[src/rtl/bp_fe_fetch_buffer.sv]
// Fetch-block buffer and RVC/RV32 realigner between the I$ data output and the FE queue.
// Buffers whole fetch blocks and emits one instruction per cycle, including block-straddling ones.
module bp_fe_fetch_buffer #(
    parameter int vaddr_width_p        = 39,
    parameter int fetch_halfwords_p    = 4,
    parameter int els_p                = 4,
    parameter int compressed_support_p = 1
) (
    input  logic                            clk_i,
    input  logic                            reset_i,
    input  logic                            fetch_v_i,
    input  logic [vaddr_width_p-1:0]        fetch_pc_i,
    input  logic [16*fetch_halfwords_p-1:0] fetch_data_i,
    input  logic [1:0]                      fetch_exc_i,
    output logic                            fetch_ready_and_o,
    input  logic                            redirect_v_i,
    input  logic [vaddr_width_p-1:0]        redirect_pc_i,
    input  logic                            redirect_resume_i,
    input  logic [15:0]                     redirect_partial_i,
    output logic                            instr_v_o,
    output logic [vaddr_width_p-1:0]        instr_pc_o,
    output logic [31:0]                     instr_o,
    output logic [1:0]                      instr_exc_o,
    output logic                            instr_partial_o,
    input  logic                            instr_yumi_i,
    output logic [$clog2(els_p+1)-1:0]      count_o
);

    localparam int LG_HW = $clog2(fetch_halfwords_p);
    localparam int PTR_W = $clog2(els_p);
    localparam int CNT_W = $clog2(els_p+1);

    localparam logic [CNT_W-1:0] ELS_CNT  = CNT_W'(els_p);
    localparam logic [PTR_W-1:0] LAST_PTR = PTR_W'(els_p-1);
    localparam logic [LG_HW-1:0] LAST_OFF = LG_HW'(fetch_halfwords_p-1);

    typedef logic [fetch_halfwords_p-1:0][15:0] block_t;

    typedef enum logic [2:0] {
        SEL_NONE,
        SEL_EXC,
        SEL_PARTIAL,
        SEL_RVC,
        SEL_RV32,
        SEL_CAPTURE
    } sel_e;

    logic [vaddr_width_p-1:0] r_pc_mem   [els_p];
    block_t                   r_data_mem [els_p];
    logic [1:0]               r_exc_mem  [els_p];
    logic [LG_HW-1:0]         r_off_mem  [els_p];

    logic [PTR_W-1:0]         r_wr_ptr;
    logic [PTR_W-1:0]         r_rd_ptr;
    logic [CNT_W-1:0]         r_count;
    logic [LG_HW-1:0]         r_head_off;
    logic                     r_head_off_v;
    logic                     r_partial_v;
    logic [vaddr_width_p-1:0] r_partial_pc;
    logic [15:0]              r_partial_hw;

    logic                     w_empty;
    logic                     w_push;
    logic                     w_pop;
    logic                     w_fire;
    logic [vaddr_width_p-1:0] w_head_pc;
    block_t                   w_head_data;
    logic [1:0]               w_head_exc;
    logic [LG_HW-1:0]         w_off;
    logic [LG_HW-1:0]         w_off_next;
    logic [15:0]              w_hw;
    logic [15:0]              w_hw_next;
    logic                     w_is_rvc;
    logic [vaddr_width_p-1:0] w_off_pc;
    logic [LG_HW:0]           w_adv;
    logic [LG_HW:0]           w_off_sum;
    logic [PTR_W-1:0]         w_wr_ptr_next;
    logic [PTR_W-1:0]         w_rd_ptr_next;
    sel_e                     w_sel;

    assign w_empty           = (r_count == '0);
    assign fetch_ready_and_o = ~reset_i & (r_count < ELS_CNT);
    assign w_push            = fetch_v_i & fetch_ready_and_o & ~redirect_v_i;
    assign count_o           = r_count;

    assign w_head_pc   = r_pc_mem[r_rd_ptr];
    assign w_head_data = r_data_mem[r_rd_ptr];
    assign w_head_exc  = r_exc_mem[r_rd_ptr];

    // A freshly exposed head block starts at its stored start offset; once partly consumed,
    // the running offset register takes over.
    assign w_off      = r_head_off_v ? r_head_off : r_off_mem[r_rd_ptr];
    assign w_off_next = w_off + LG_HW'(1);
    assign w_hw       = w_head_data[w_off];
    assign w_hw_next  = w_head_data[w_off_next];
    assign w_is_rvc   = (compressed_support_p != 0) && (w_hw[1:0] != 2'b11);
    assign w_off_pc   = {w_head_pc[vaddr_width_p-1:LG_HW+1], w_off, 1'b0};

    assign w_wr_ptr_next = (r_wr_ptr == LAST_PTR) ? '0 : r_wr_ptr + PTR_W'(1);
    assign w_rd_ptr_next = (r_rd_ptr == LAST_PTR) ? '0 : r_rd_ptr + PTR_W'(1);

    // Extraction priority: head exception, pending partial, RVC, in-block RV32, straddle capture.
    always_comb begin
        w_sel = SEL_NONE;
        if (!w_empty) begin
            if (w_head_exc != 2'b00) begin
                w_sel = SEL_EXC;
            end else if (r_partial_v) begin
                w_sel = SEL_PARTIAL;
            end else if (w_is_rvc) begin
                w_sel = SEL_RVC;
            end else if (w_off != LAST_OFF) begin
                w_sel = SEL_RV32;
            end else begin
                w_sel = SEL_CAPTURE;
            end
        end
    end

    always_comb begin
        instr_v_o       = 1'b0;
        instr_pc_o      = '0;
        instr_o         = '0;
        instr_exc_o     = 2'b00;
        instr_partial_o = 1'b0;
        case (w_sel)
            SEL_EXC: begin
                instr_v_o       = 1'b1;
                instr_pc_o      = r_partial_v ? r_partial_pc : w_head_pc;
                instr_exc_o     = w_head_exc;
                instr_partial_o = r_partial_v;
            end
            SEL_PARTIAL: begin
                instr_v_o  = 1'b1;
                instr_pc_o = r_partial_pc;
                instr_o    = {w_hw, r_partial_hw};
            end
            SEL_RVC: begin
                instr_v_o  = 1'b1;
                instr_pc_o = w_off_pc;
                instr_o    = {16'h0000, w_hw};
            end
            SEL_RV32: begin
                instr_v_o  = 1'b1;
                instr_pc_o = w_off_pc;
                instr_o    = {w_hw_next, w_hw};
            end
            default: begin
                instr_v_o = 1'b0;
            end
        endcase
    end

    assign w_fire    = instr_v_o & instr_yumi_i & ~redirect_v_i;
    assign w_adv     = (w_sel == SEL_RV32) ? (LG_HW+1)'(2) : (LG_HW+1)'(1);
    assign w_off_sum = {1'b0, w_off} + w_adv;

    // The straddle capture retires the head block on its own, without a consumer handshake.
    assign w_pop = (w_fire & ((w_sel == SEL_EXC) | w_off_sum[LG_HW]))
                 | ((w_sel == SEL_CAPTURE) & ~redirect_v_i);

    always_ff @(posedge clk_i) begin
        if (w_push) begin
            r_pc_mem[r_wr_ptr]   <= fetch_pc_i;
            r_data_mem[r_wr_ptr] <= block_t'(fetch_data_i);
            r_exc_mem[r_wr_ptr]  <= fetch_exc_i;
            r_off_mem[r_wr_ptr]  <= fetch_pc_i[LG_HW:1];
        end
    end

    always_ff @(posedge clk_i or posedge reset_i) begin
        if (reset_i) begin
            r_wr_ptr     <= '0;
            r_rd_ptr     <= '0;
            r_count      <= '0;
            r_head_off   <= '0;
            r_head_off_v <= 1'b0;
            r_partial_v  <= 1'b0;
            r_partial_pc <= '0;
            r_partial_hw <= '0;
        end else if (redirect_v_i) begin
            r_wr_ptr     <= '0;
            r_rd_ptr     <= '0;
            r_count      <= '0;
            r_head_off   <= '0;
            r_head_off_v <= 1'b0;
            r_partial_v  <= redirect_resume_i;
            r_partial_pc <= redirect_pc_i;
            r_partial_hw <= redirect_partial_i;
        end else begin
            if (w_push) begin
                r_wr_ptr <= w_wr_ptr_next;
            end
            if (w_pop) begin
                r_rd_ptr <= w_rd_ptr_next;
            end
            r_count <= r_count + CNT_W'(w_push) - CNT_W'(w_pop);

            if (w_pop) begin
                r_head_off_v <= 1'b0;
            end else if (w_fire) begin
                r_head_off   <= w_off_sum[LG_HW-1:0];
                r_head_off_v <= 1'b1;
            end

            if (w_sel == SEL_CAPTURE) begin
                r_partial_v  <= 1'b1;
                r_partial_pc <= w_off_pc;
                r_partial_hw <= w_hw;
            end else if (w_fire && ((w_sel == SEL_EXC) || (w_sel == SEL_PARTIAL))) begin
                r_partial_v <= 1'b0;
            end
        end
    end

endmodule

[config.mk]
export PLATFORM = sky130hd
export DESIGN_NAME = bp_fe_fetch_buffer
export DESIGN_NICKNAME = d
export VERILOG_FILES = /design/src/rtl/bp_fe_fetch_buffer.sv
export SDC_FILE = /design/constraint.sdc
export NUM_CORES = 1
export LEC_CHECK = 0
export CELL_PAD_IN_SITES_DETAIL_PLACEMENT = 1
export CELL_PAD_IN_SITES_GLOBAL_PLACEMENT = 1
export CORE_ASPECT_RATIO = 0.5
export CORE_UTILIZATION = 40
export DETAILED_ROUTE_END_ITERATION = 16
export GPL_TIMING_DRIVEN = 0
export PLACE_DENSITY = 0.7
export SLEW_MARGIN = 40
export SYNTH_ARGS = -nofsm -noshare
export SYNTH_HDL_FRONTEND = slang
export SYNTH_SLANG_ARGS = --single-unit
[constraint.sdc]
create_clock -name clk_i -period 11.21 [get_ports clk_i]
set_clock_uncertainty 0.15 [all_clocks]
set_input_delay 2.242 -clock clk_i [delete_from_list [all_inputs] [get_ports clk_i]]
set_output_delay 2.242 -clock clk_i [all_outputs]
set_load 0.02 [all_outputs]
After elaboration in Yosys (flattened, before gate mapping)
Memories as Yosys holds them, arrays and structs flattened. Index checks and enable logic that the tools add are counted.

Register bits: 66. Memory bits (writable): 428. Input bits: 166. Output and inout port bits: 79. Word-level logic and storage cells: 94. Memories: 4.

Memories: r_data_mem (words 4, bits a word 64, read ports 1, clocked after Yosys merged registers in 0, wr ports 1, RTL line 49) `block_t r_data_mem [els_p];`; r_pc_mem (words 4, bits a word 39, read ports 1, clocked after Yosys merged registers in 0, wr ports 1, RTL line 48) `logic [vaddr_width_p-1:0] r_pc_mem [els_p];`; r_exc_mem (words 4, bits a word 2, read ports 1, clocked after Yosys merged registers in 0, wr ports 1, RTL line 50) `logic [1:0] r_exc_mem [els_p];`; r_off_mem (words 4, bits a word 2, read ports 1, clocked after Yosys merged registers in 0, wr ports 1, RTL line 51) `logic [LG_HW-1:0] r_off_mem [els_p];`.

Add/subtract/negate cells: 6. $lt $le $gt $ge: 3. Equal/unequal tests: 10. Multiplexer cells: 39. Bitwise operators: 11. Reduce and logical (&&, ||, !) cells: 13.

Operator list (number): 39-bit two-way mux (3); 39-bit one-hot mux with 3 select lines (1); 32-bit one-hot mux with 3 select lines (1); 16-bit binary-select mux with 2-bit select (2); 16-bit two-way mux (4); 2-bit two-way mux (12); 3-bit two-way mux (5); 1-bit two-way mux (11); 2-bit nonzero test (5); 1-bit bitwise AND (7); 2-bit by 1-bit adder with 2-bit output (second input constant) (3); 3-bit by 2-bit equality test with 1-bit output (second input constant) (2); 3-bit equality test (second input constant) (2); 2-bit by 3-bit < comparator with 1-bit output (second input constant) (2); 2-bit inequality test (second input constant) (3); 3-bit nonzero test (2); 2-bit equality test (second input constant) (2); 4-bit OR reduction (1); 2-bit by 2-bit adder with 3-bit output (1); 3-bit by 1-bit adder with 3-bit output (1); 3-bit by 1-bit equality test with 1-bit output (second input constant) (1); 3-bit logical NOT (1); 3-bit < comparator (second input constant) (1); 3-bit by 1-bit subtractor with 3-bit output (1); 6 further kinds (8).

Logic depth before layout (Yosys ltp)
Gate-level depths: netlist of the first run. An unclocked memory read counts as a cell.

Depth in word-level cells: 18. Mapped depth: 23. Gate-level depth less buffers: 21.

Least setup slack after synthesis of the first run
Ideal clock, no wire load.

Path kind: input-to-reg. From: in reset_i. To: mem r_data_mem[0][0] in the netlist's numbering, enable pin. Library setup time: 0.476 ns. Arrival: 5.419 ns. Data required time: 10.584 ns. Path slack: 5.164 ns. Cell stages on the path: 4. Buffers on the path: 0. Path through: nor2_1 > nand2_1 > nor2_1 > and2_1.

Word-level cells in the longest chain between the ends: 6.

Ends and longest elaborated chain: start: declaration (RTL line 10) `input logic reset_i,`; 1-bit inverter (RTL line 82) `assign fetch_ready_and_o = ~reset_i & (r_count < ELS_CNT);`; 1-bit bitwise AND (RTL line 82); 1-bit bitwise AND (2 in a row) (RTL line 83) `assign w_push = fetch_v_i & fetch_ready_and_o & ~redirect_v_i;`; 1-bit two-way mux (RTL line 163) `if (w_push) begin`; 1-bit two-way mux (not written as such) (RTL line 165) `r_data_mem[r_wr_ptr] <= block_t'(fetch_data_i);`; end: declaration (RTL line 49).

Every way passes these cells.

Final worst setup path of the first run
From: reg r_rd_ptr[1]. To: out instr_o[26].

Word-level cells in the longest chain between the ends: 11. Elaborated cells on any way between the ends: 21. Classes of those cells: add/sub: 1; eq/ne: 5; mux: 11; reduce/logical: 1; memory: 3.

Ends and longest elaborated chain: start: declaration (RTL line 54) `logic [PTR_W-1:0] r_rd_ptr;`; start signal: assignment (RTL line 195) `r_rd_ptr <= w_rd_ptr_next;`; memory 4 x 2 bit; 2-bit two-way mux (RTL line 92) `assign w_off = r_head_off_v ? r_head_off : r_off_mem[r_rd_ptr];`; 16-bit binary-select mux with 2-bit select (RTL line 94) `assign w_hw = w_head_data[w_off];`; 16-bit two-way mux (not written as such) (RTL line 94); 2-bit inequality test (RTL line 96) `assign w_is_rvc = (compressed_support_p != 0) && (w_hw[1:0] != 2'b11);`; 3-bit two-way mux (RTL line 110) `end else if (w_is_rvc) begin`; 3-bit two-way mux (RTL line 108) `end else if (r_partial_v) begin`; 3-bit two-way mux (RTL line 106) `if (w_head_exc != 2'b00) begin`; 3-bit two-way mux (RTL line 105) `if (!w_empty) begin`; 3-bit equality test or 3-bit by 2-bit equality test with 1-bit output (tied branches) (RTL line 126) `case (w_sel)`; 32-bit one-hot mux with 3 select lines * (RTL line 126); end: declaration (RTL line 22) `output logic [31:0] instr_o,`.

Every way passes the cells marked *; elsewhere a longest branch is shown, timed or not. The select of a mux whose other input is x is not followed.

==> results_dict.tcl, run 1 <==
set metrics [dict create \
    cpPeakStageDelay_ns 0.74 \
    synthCells 1108 \
    status "completed" \
    cts_hold_buf 0 \
    synth_edf_count 420 \
    setup_viol 0 \
    die_w_um 320 \
    fmax_ghz 0.127 \
    crit_type "reg -> out" \
    synthFlopType "edfxtp_1" \
    cp_max_fo 10 \
    viasPerCell 5.59 \
    timing.final.crit_share_pct 70.4 \
    synth.avg_cell_area_um2 18.2 \
    grt_max_degree 52 \
    synth.distinct_cells 43 \
    final_common_cell "edfxtp_1" \
    fill_cells 4579 \
    cpMaxStageDelayCell "clkbuf_1" \
    ant_nets 0 \
    start_util_pct 41.1 \
    num_rows 57 \
    drive_gt1_share_pct 17.9 \
    ys_async_sr_fraction_pct 13.6 \
    totalWireLength_mm 57.5 \
    nets 1588 \
    synth_area_leaders "edfxtp_1 (62%), mux4_2 (13%), dfrtp_1 (8.2%)" \
    dr_total_vias 11746 \
    ys_seq_area_share_pct 70.6 \
    place_ws_ns 3.95 \
    critPathTopFamily "buffers and inverters" \
    drt_iter0_drc 943 \
    slew_headroom_pct 39.6 \
    vdd_drop_max_v 0.000103 \
    insertion_delay_ns 0.57 \
    wl_per_cell_um 27.3 \
    antenna_found_initial 5 \
    place_hpwl_mm 38.7 \
    power_density_nw_per_um2 198 \
    r2r_setup_slack_ns 4.72 \
    min_path_type "reg -> reg" \
    timing.rr.start "r_rd_ptr[1]" \
    post_cts_resized 0 \
    crit_required_ns 8.82 \
    path_clk_slew_ns 0.07 \
    cts_buffer_depth 3 \
    grt_setup_unrepaired "false" \
    cts_sinks 486 \
    grt-ovfl-total 0 \
    cp.buffers_inverters 6 \
    final_util_pct 51.4 \
    syn_nets 1285 \
    hold_viol_final 0 \
    area_growth_pct 25.3 \
    final_cell_mix "edfxtp_1 (420), clkdlybuf4s50_1 (243), nand2_1 (132), mux4_2 (121), a22o_1 (70)" \
    cp_cell_sequence "clkbuf_1 > mux4_2 > mux2i_4 > inv_2 > buf_2 > ha_1 > buf_1 > clkbuf_1 > mux4_2 > a22o_1 > clkdlybuf4s50_1" \
    post-route-drc-count 0 \
    cp.arrival_ns 5.50 \
    min-delay-start "r_partial_pc[0]" \
    tritoncts "yes" \
    yosysWarnings 0 \
    cts_max_level 2 \
    drv_cap 0 \
    numCtsBuffers 45 \
    drtPass1Iterations 5 \
    grt_usage_pct 22.4 \
    boundaryPins 245 \
    portBuffers 243 \
    holdPathStages 2 \
    worstMarginPinSlew_ns 0.906 \
    whs_endpoint "r_partial_pc[0]" \
    die-area_um2 51500 \
    synth_top_cell_by_area "edfxtp_1" \
    startpoint_type "register" \
    p_leak_nw 8.35 \
    die_h_um 161 \
    reg2reg_depth 23 \
    post_cts_buffers 0 \
    setup_tns_ns 0 \
    drv_slew 0 \
    grt_pass1_vias 13153 \
    ys_ff_latch 486 \
    synth.cell_area_um2 20200 \
    grt_pass1_wl_mm 84.4 \
    fin_ws_ns 3.32 \
    rr_endpoint "count_o[2]" \
    synth_top_area_share_pct 62.4 \
    final.min_clock_period_ns 7.89 \
    cts-root-buf "clkbuf_16" \
    worstSetupEndpointType "output port" \
    gp_congestion 0.805 \
    core_um2 49200 \
]
[routing by layer]
metal | up-vias | part of all wire [%] | global-route usage, %
met5 | - | 0 | 0
met4 | 0 | 2.9 | 8.09
met3 | 99 | 4.3 | 3.38
met2 | 301 | 54 | 40.8
met1 | 6284 | 39 | 27.0
li1 | 5062 | - | -
[worst min-delay path: cells and delay by family (launching register included)]
family | cells | cell delay [ns]
simple gates | 1 | 0.07
flops | 1 | 0.39
compound gates | 1 | 0.06
[cells in the mapped netlist, types with 14 or more instances]
library cell  count
nand2_1         132
buf_2            18
edfxtp_1        420
mux2i_1          55
clkbuf_1         34
dfrtp_1          66
and3_1           14
a31oi_1          16
o21ai_1          56
nor2_1           15
a22o_1           70
mux4_2          121
[worst max-delay path by stage]
stage / from / slack [ns] / end / cells past startpoint
floorplan: reset_i / 5.16 / r_data_mem[0][0] / 4
global placement: reset_i / 2.63 / r_data_mem[0][56] / 5
detailed placement: r_rd_ptr[1] / 3.95 / instr_o[26] / 11
CTS: r_rd_ptr[1] / 3.38 / instr_o[26] / 11
global route: r_rd_ptr[1] / 3.18 / instr_o[26] / 11
finish: r_rd_ptr[1] / 3.32 / instr_o[26] / 11
[registers in the layout, indices dropped and copies added (netlist names)]
signal,flops
count_o,3
r_data_mem,256
r_exc_mem,8
r_head_off,2
r_head_off_v,1
r_partial_hw,16
r_partial_pc,39
r_partial_v,1
r_pc_mem,156
r_rd_ptr,2
r_wr_ptr,2
[final cells by class]
cell class | instances | area (um^2) | area share (%)
tap | 649 | 812 | 3.21
antenna | 5 | 12.5 | 0.0494
clock inverter | 23 | 304 | 1.20
buffer | 72 | 438 | 1.73
inverter | 14 | 58.8 | 0.232
sequential | 486 | 14300 | 56.4
multi-input combinational | 536 | 5470 | 21.6
clock buffer | 60 | 1250 | 4.96
timing repair buffer | 256 | 2700 | 10.7
[through the flow]
step           cell area (um^2)  hold slack (ns)  cells  power [mW]
4_1_cts                   25300            0.398   2096        5.03
2_1_floorplan             20200            0.344   1108        2.87
5_1_grt                   25300            0.417   2101        5.17
3_5_place_dp              23700            0.378   2013        3.40
3_3_place_gp              23500            0.366   2000        3.36
6_report                  25300            0.398   2101        5.00
[cells by family (layout without fill, tap and decap cells)]
logic type	Yosys count	after routing	synth area share (%)
xor gates and xnor gates	2	2	0.0867
and+or+nand+nor	182	182	3.93
adders and majority gates	11	11	0.755
AOI/OAI and AO/OA	163	163	5.79
buffers and inverters	86	425	2.41
muxes	178	178	16.4
other	0	5	0
DFF	486	486	70.6
[power by group]
group	switching (mW)	total (mW)	internal [mW]	leakage, nW
clock	0.689	1.64	0.952	0.767
combinational	0.730	1.31	0.584	2.98
sequential	0.0266	2.05	2.02	4.61
total	1.45	5.00	3.56	8.35
(Power assumes the default switching activity.)
==> run 2, diff against run 1 <==
--- a/config.mk
+++ b/config.mk
@@ -11,7 +11,7 @@
 export CORE_UTILIZATION = 40
 export DETAILED_ROUTE_END_ITERATION = 16
 export GPL_TIMING_DRIVEN = 0
-export PLACE_DENSITY = 0.7
+export PLACE_DENSITY = 0.72
 export SLEW_MARGIN = 40
 export SYNTH_ARGS = -nofsm -noshare
 export SYNTH_HDL_FRONTEND = slang
==> constraint.sdc (replaced) <==
create_clock -name clk_i -period 7.1 [get_ports clk_i]
set_clock_uncertainty 0.15 [all_clocks]
set_input_delay 1.42 -clock clk_i [delete_from_list [all_inputs] [get_ports clk_i]]
set_output_delay 1.42 -clock clk_i [all_outputs]
set_load 0.02 [all_outputs]
==> run 2 against run 1 <==
Sequential share of layout area fell by 0.075 points. Power rose by 59%. Die area did not move. Largest power group unchanged. Final area rose by 0.13%. Clock-buffer cell count fell by 1. Critical endpoint unchanged. Non-clock buffer count did not move. Via count fell by 0.37%. Largest cell class unchanged. Register-to-register slack got worse by 4.2 ns. Sequential cell count did not move. Critical path depth did not move.
==> results_dict.tcl, run 2 (same netlist as run 1, synthesis figures left out) <==
set metrics [dict create \
    status "completed" \
    critPathLaunch "r_rd_ptr[1]" \
    power_density_nw_per_um2 314 \
    grt_usage_pct 22.1 \
    cts_buffer_depth 3 \
    cts-root-buf "clkbuf_16" \
    min_path_type "reg -> reg" \
    timing.rr.start "r_rd_ptr[1]" \
    drt_iter0_drc 781 \
    post-route-drc-count 0 \
    top_layer "met4" \
    boundaryPins 245 \
    top_regs "r_data_mem x256, r_pc_mem x156, r_partial_pc x39" \
    route.met3.wl_mm 2.51 \
    final_cell_mix "edfxtp_1 (420), clkdlybuf4s50_1 (243), nand2_1 (132), mux4_2 (121), a22o_1 (70)" \
    setup_viol 0 \
    insertion_delay_ns 0.58 \
    ant_nets 0 \
    die_h_um 161 \
    totalWireLength_mm 56.6 \
    die-area_um2 51500 \
    holdWs_ns 0.383 \
    final_cell_area_um2 25300 \
    post_cts_buffers 0 \
    grt-ovfl-total 0 \
    viasPerCell 5.57 \
    hold_viol_final 0 \
    fmax_ghz 0.148 \
    cp.arrival_ns 5.17 \
    cp_max_fo 10 \
    vdd_drop_max_v 0.000169 \
    wl_met2_mm 30.4 \
    grt_setup_unrepaired "false" \
    post_dp_cell_area_um2 23700 \
    portBuffers 243 \
    drv_slew 0 \
    post_cts_resized 0 \
    num_rows 57 \
    timing.final.crit_share_pct 94.9 \
    wl_per_cell_um 27.0 \
    intPower_mw 5.67 \
    antenna_found_initial 7 \
    worstMarginPinSlew_ns 0.871 \
    crit_required_ns 5.53 \
    final.min_clock_period_ns 6.74 \
    tritoncts "yes" \
    path_clk_slew_ns 0.06 \
    grt_max_degree 45 \
    drv_cap 0 \
    startpoint_type "register" \
    cts_hold_buf 0 \
    worstSetupEndpointType "output port" \
    numCtsBuffers 46 \
    wl_met1_mm 21.9 \
    grt_pass1_wl_mm 83.8 \
    p_switching_mw 2.28 \
    nets 1589 \
    top_register "r_data_mem" \
    drtPass1Iterations 4 \
    start_util_pct 41.1 \
    crit_type "reg -> out" \
    min-delay-start "r_partial_pc[0]" \
    place_hpwl_mm 39.1 \
    grt_pass1_vias 13290 \
    core_um2 49200 \
    clkPwrFrac_pct 33.1 \
    sequentialPowerShare_pct 40.7 \
    slew_headroom_pct 41.9 \
    cts_sinks 486 \
    dr_total_vias 11702 \
    largest_reg_flops 256 \
    die_w_um 320 \
    final_common_cell "edfxtp_1" \
    cts_max_level 2 \
    drive_gt1_share_pct 17.9 \
    sw_frac_of_total_pct 28.7 \
    area_growth_pct 25.4 \
    pwr-share-comb_pct 26.1 \
    gp_congestion 0.848 \
    p_leak_nw 8.36 \
]
==> run 2: cell types whose count changed in the layout (fill, tap and decap cells not counted) <==
cell / before / now
clkbuf_1: 43 / 40
buf_1: 4 / 6
clkinv_2: 11 / 9
diode_2: 5 / 7
buf_2: 19 / 18
bufinv_16: 7 / 8
clkbuf_8: 3 / 4
clkinv_8: 1 / 0
inv_16: 0 / 1
==> run 2: final timing paths <==
| kind | endpoint | slack [ns] | cells after the start |
|---|---|---|---|
| setup / recovery | instr_o[26] | 0.36 | 11 |
| hold / removal | r_partial_pc[0] | 0.38 | 2 |
| setup reg to reg | count_o[2] | 0.53 | 23 |
| hold reg to reg | r_partial_pc[0] | 0.38 | 2 |
| max in group asynchronous | r_partial_hw[2] | 5.13 | 3 |
| min in group asynchronous | r_partial_pc[3] | 1.11 | 2 |
==> run 2: layer usage <==
layer,up-vias,GRT usage (%)
li1,5065,-
met1,6206,26.2
met2,321,40.5
met3,110,3.30
met4,0,8.55
met5,-,0
==> run 2: worst max-delay path, cell delays in order (launching register included) <==
cell and delay, ns:
dfrtp_1 0.37, clkbuf_1 0.43, mux4_2 0.46, mux2i_4 0.41
inv_2 0.27, buf_2 0.30, ha_1 0.32, buf_1 0.38
clkbuf_2 0.46, mux4_2 0.38, a22o_1 0.25, clkdlybuf4s50_1 0.57
==> run 2: cell type report <==
class / count / area [um^2]
antenna: 7 / 17.5
inverter: 14 / 58.8
clock inverter: 22 / 328
clock buffer: 59 / 1260
sequential: 486 / 14300
buffer: 72 / 437
timing repair buffer: 256 / 2700
tap: 649 / 812
fill: 4598 / 23900
multi-input combinational: 536 / 5470
==> run 2: power by group through the flow <==
stage	Sequential [mW]	Clock (mW)	Combinational, mW
global route	3.24	2.77	2.19
CTS	3.24	2.67	2.09
finish	3.24	2.63	2.08
detailed placement	3.29	0	2.07
floorplan	3.29	0	1.23
global placement	3.30	0	2.00
==> run 2: through the flow <==
stage	std cells	power, mW	setup TNS (ns)	util [%]	setup slack, ns
2_1_floorplan	1108	4.53	0	-	1.88
3_5_place_dp	2013	5.37	0	48.2	0.671
4_1_cts	2094	8.00	0	51.5	0.0699
5_1_grt	2101	8.20	0	51.5	0.259
3_3_place_gp	2000	5.30	-227.91	47.7	-0.594
6_report	2101	7.95	0	51.5	0.359
==> run 3, diff against run 2 <==
--- a/config.mk
+++ b/config.mk
@@ -8,11 +8,10 @@
 export CELL_PAD_IN_SITES_DETAIL_PLACEMENT = 1
 export CELL_PAD_IN_SITES_GLOBAL_PLACEMENT = 1
 export CORE_ASPECT_RATIO = 0.5
-export CORE_UTILIZATION = 40
+export CORE_UTILIZATION = 43
 export DETAILED_ROUTE_END_ITERATION = 16
 export GPL_TIMING_DRIVEN = 0
-export PLACE_DENSITY = 0.72
-export SLEW_MARGIN = 40
+export PLACE_DENSITY = 0.77
 export SYNTH_ARGS = -nofsm -noshare
 export SYNTH_HDL_FRONTEND = slang
 export SYNTH_SLANG_ARGS = --single-unit
==> run 3 against run 2 <==
Via count increased by 1.2%. Die area shrank 6.9%. Hold slack got worse by 0.010 ns. Sequential share of layout area grew 0.50 points. Critical endpoint unchanged.
==> results_dict.tcl, run 3 (same netlist as run 1, synthesis figures left out) <==
set metrics [dict create \
    status "completed" \
    num_rows 55 \
    crit_end "instr_o[26]" \
    cts_hold_buf 0 \
    top_regs "r_data_mem x256, r_pc_mem x156, r_partial_pc x39" \
    power.total_mw 7.81 \
    die_h_um 155 \
    timing.final.crit_share_pct 96.6 \
    reg2reg_depth 23 \
    grt-ovfl-total 0 \
    wl_per_cell_um 27.3 \
    drv_cap 0 \
    gp_congestion 0.829 \
    timing.rr.start "r_rd_ptr[1]" \
    slew_headroom_pct 38.5 \
    vdd_drop_max_v 0.000196 \
    cts_sinks 486 \
    post_cts_resized 0 \
    rr_endpoint "count_o[2]" \
    final_cell_area_um2 25100 \
    final.min_clock_period_ns 6.86 \
    start_util_pct 44.2 \
    dr_total_vias 11847 \
    place_hpwl_mm 37.8 \
    setup_viol 0 \
    tritoncts "yes" \
    top_register "r_data_mem" \
    post-route-drc-count 0 \
    grt_max_degree 56 \
    cp.arrival_ns 5.29 \
    power_density_nw_per_um2 311 \
    portBuffers 243 \
    final_cells 2072 \
    grt_pass1_vias 13194 \
    r2r_setup_slack_ns 0.79 \
    path_clk_slew_ns 0.06 \
    min_path_type "reg -> reg" \
    drtPass1Iterations 5 \
    place_ws_ns 0.900 \
    critPathLaunch "r_rd_ptr[1]" \
    area_growth_pct 24.3 \
    drv_slew 0 \
    post_dp_cell_area_um2 23600 \
    antenna_found_initial 6 \
    cp_max_fo 10 \
    hold_viol_final 0 \
    crit_required_ns 5.53 \
    grt_usage_pct 23.7 \
    dp.cells 1984 \
    nets 1581 \
    p_leak_nw 8.28 \
    worstSetupEndpointType "output port" \
    startpoint_type "register" \
    final_common_cell "edfxtp_1" \
    core_um2 45800 \
    worstMarginPinSlew_ns 0.922 \
    insertion_delay_ns 0.57 \
    ant_nets 0 \
    fmax_ghz 0.146 \
    post_cts_buffers 0 \
    viasPerCell 5.72 \
    totalWireLength_mm 56.5 \
    die-area_um2 47900 \
    drive_gt1_share_pct 17.2 \
    grt_pass1_wl_mm 83.6 \
    fill_cells 4157 \
    cts_buffer_depth 3 \
    boundaryPins 245 \
    final_util_pct 54.9 \
    final_cell_mix "edfxtp_1 (420), clkdlybuf4s50_1 (243), nand2_1 (132), mux4_2 (121), a22o_1 (70)" \
    crit_type "reg -> out" \
    setup_tns_ns 0 \
    die_w_um 309 \
    grt_setup_unrepaired "false" \
    cts_max_level 2 \
    cts-root-buf "clkbuf_16" \
    drt_iter0_drc 1085 \
    largest_reg_flops 256 \
    fin_ws_ns 0.240 \
    numCtsBuffers 45 \
    holdWs_ns 0.372 \
]
[run 3: cell types whose count changed in the layout (fill, tap and decap cells not counted), moves of 2 or more]
cell | previous run | this run
buf_12 | 17 | 5
bufinv_16 | 8 | 5
clkinv_2 | 9 | 12
clkinv_1 | 3 | 6
clkbuf_2 | 2 | 0
buf_16 | 1 | 6
[run 3: per-layer routing]
metal	part of all wire [%]	track usage (%)
met5	0	0
met4	2.9	9.19
met3	4.4	3.66
met2	54	42.6
met1	39	28.9
[run 3: final cells by class]
cell class / instances / area (um^2) / area share, %
multi-input combinational: 536 / 5470 / 21.8
clock buffer: 56 / 1220 / 4.85
inverter: 14 / 56.3 / 0.224
timing repair buffer: 249 / 2600 / 10.3
buffer: 72 / 434 / 1.73
tap: 627 / 785 / 3.12
clock inverter: 26 / 283 / 1.13
antenna: 6 / 15.0 / 0.0598
sequential: 486 / 14300 / 56.8
[run 3: worst min path at each step]
stage                          startpoint         endpoint  slack (ns)  cells after the start
after floorplan           r_partial_pc[0]  r_partial_pc[0]        0.34                      2
after global placement    r_partial_pc[0]  r_partial_pc[0]        0.36                      2
after detailed placement  r_partial_pc[0]  r_partial_pc[0]        0.37                      2
after CTS                 r_partial_pc[0]  r_partial_pc[0]        0.38                      2
after global routing      r_partial_pc[0]  r_partial_pc[0]        0.42                      2
final                     r_partial_pc[0]  r_partial_pc[0]        0.37                      2
[run 3: where the power goes]
group	internal, mW	total [mW]	switching (mW)
Combinational	0.921	2.08	1.16
Clock	1.41	2.49	1.09
Sequential	3.19	3.24	0.0435
Total	5.52	7.81	2.29
[run 3: critical path: stages, from the launching register on]
cell             delay, ns
dfrtp_1               0.37
clkbuf_1              0.39
mux4_2                0.43
mux2i_4               0.40
inv_2                 0.26
buf_2                 0.29
ha_1                  0.32
buf_1                 0.38
clkbuf_1              0.67
mux4_2                0.42
a22o_1                0.24
clkdlybuf4s50_1       0.56
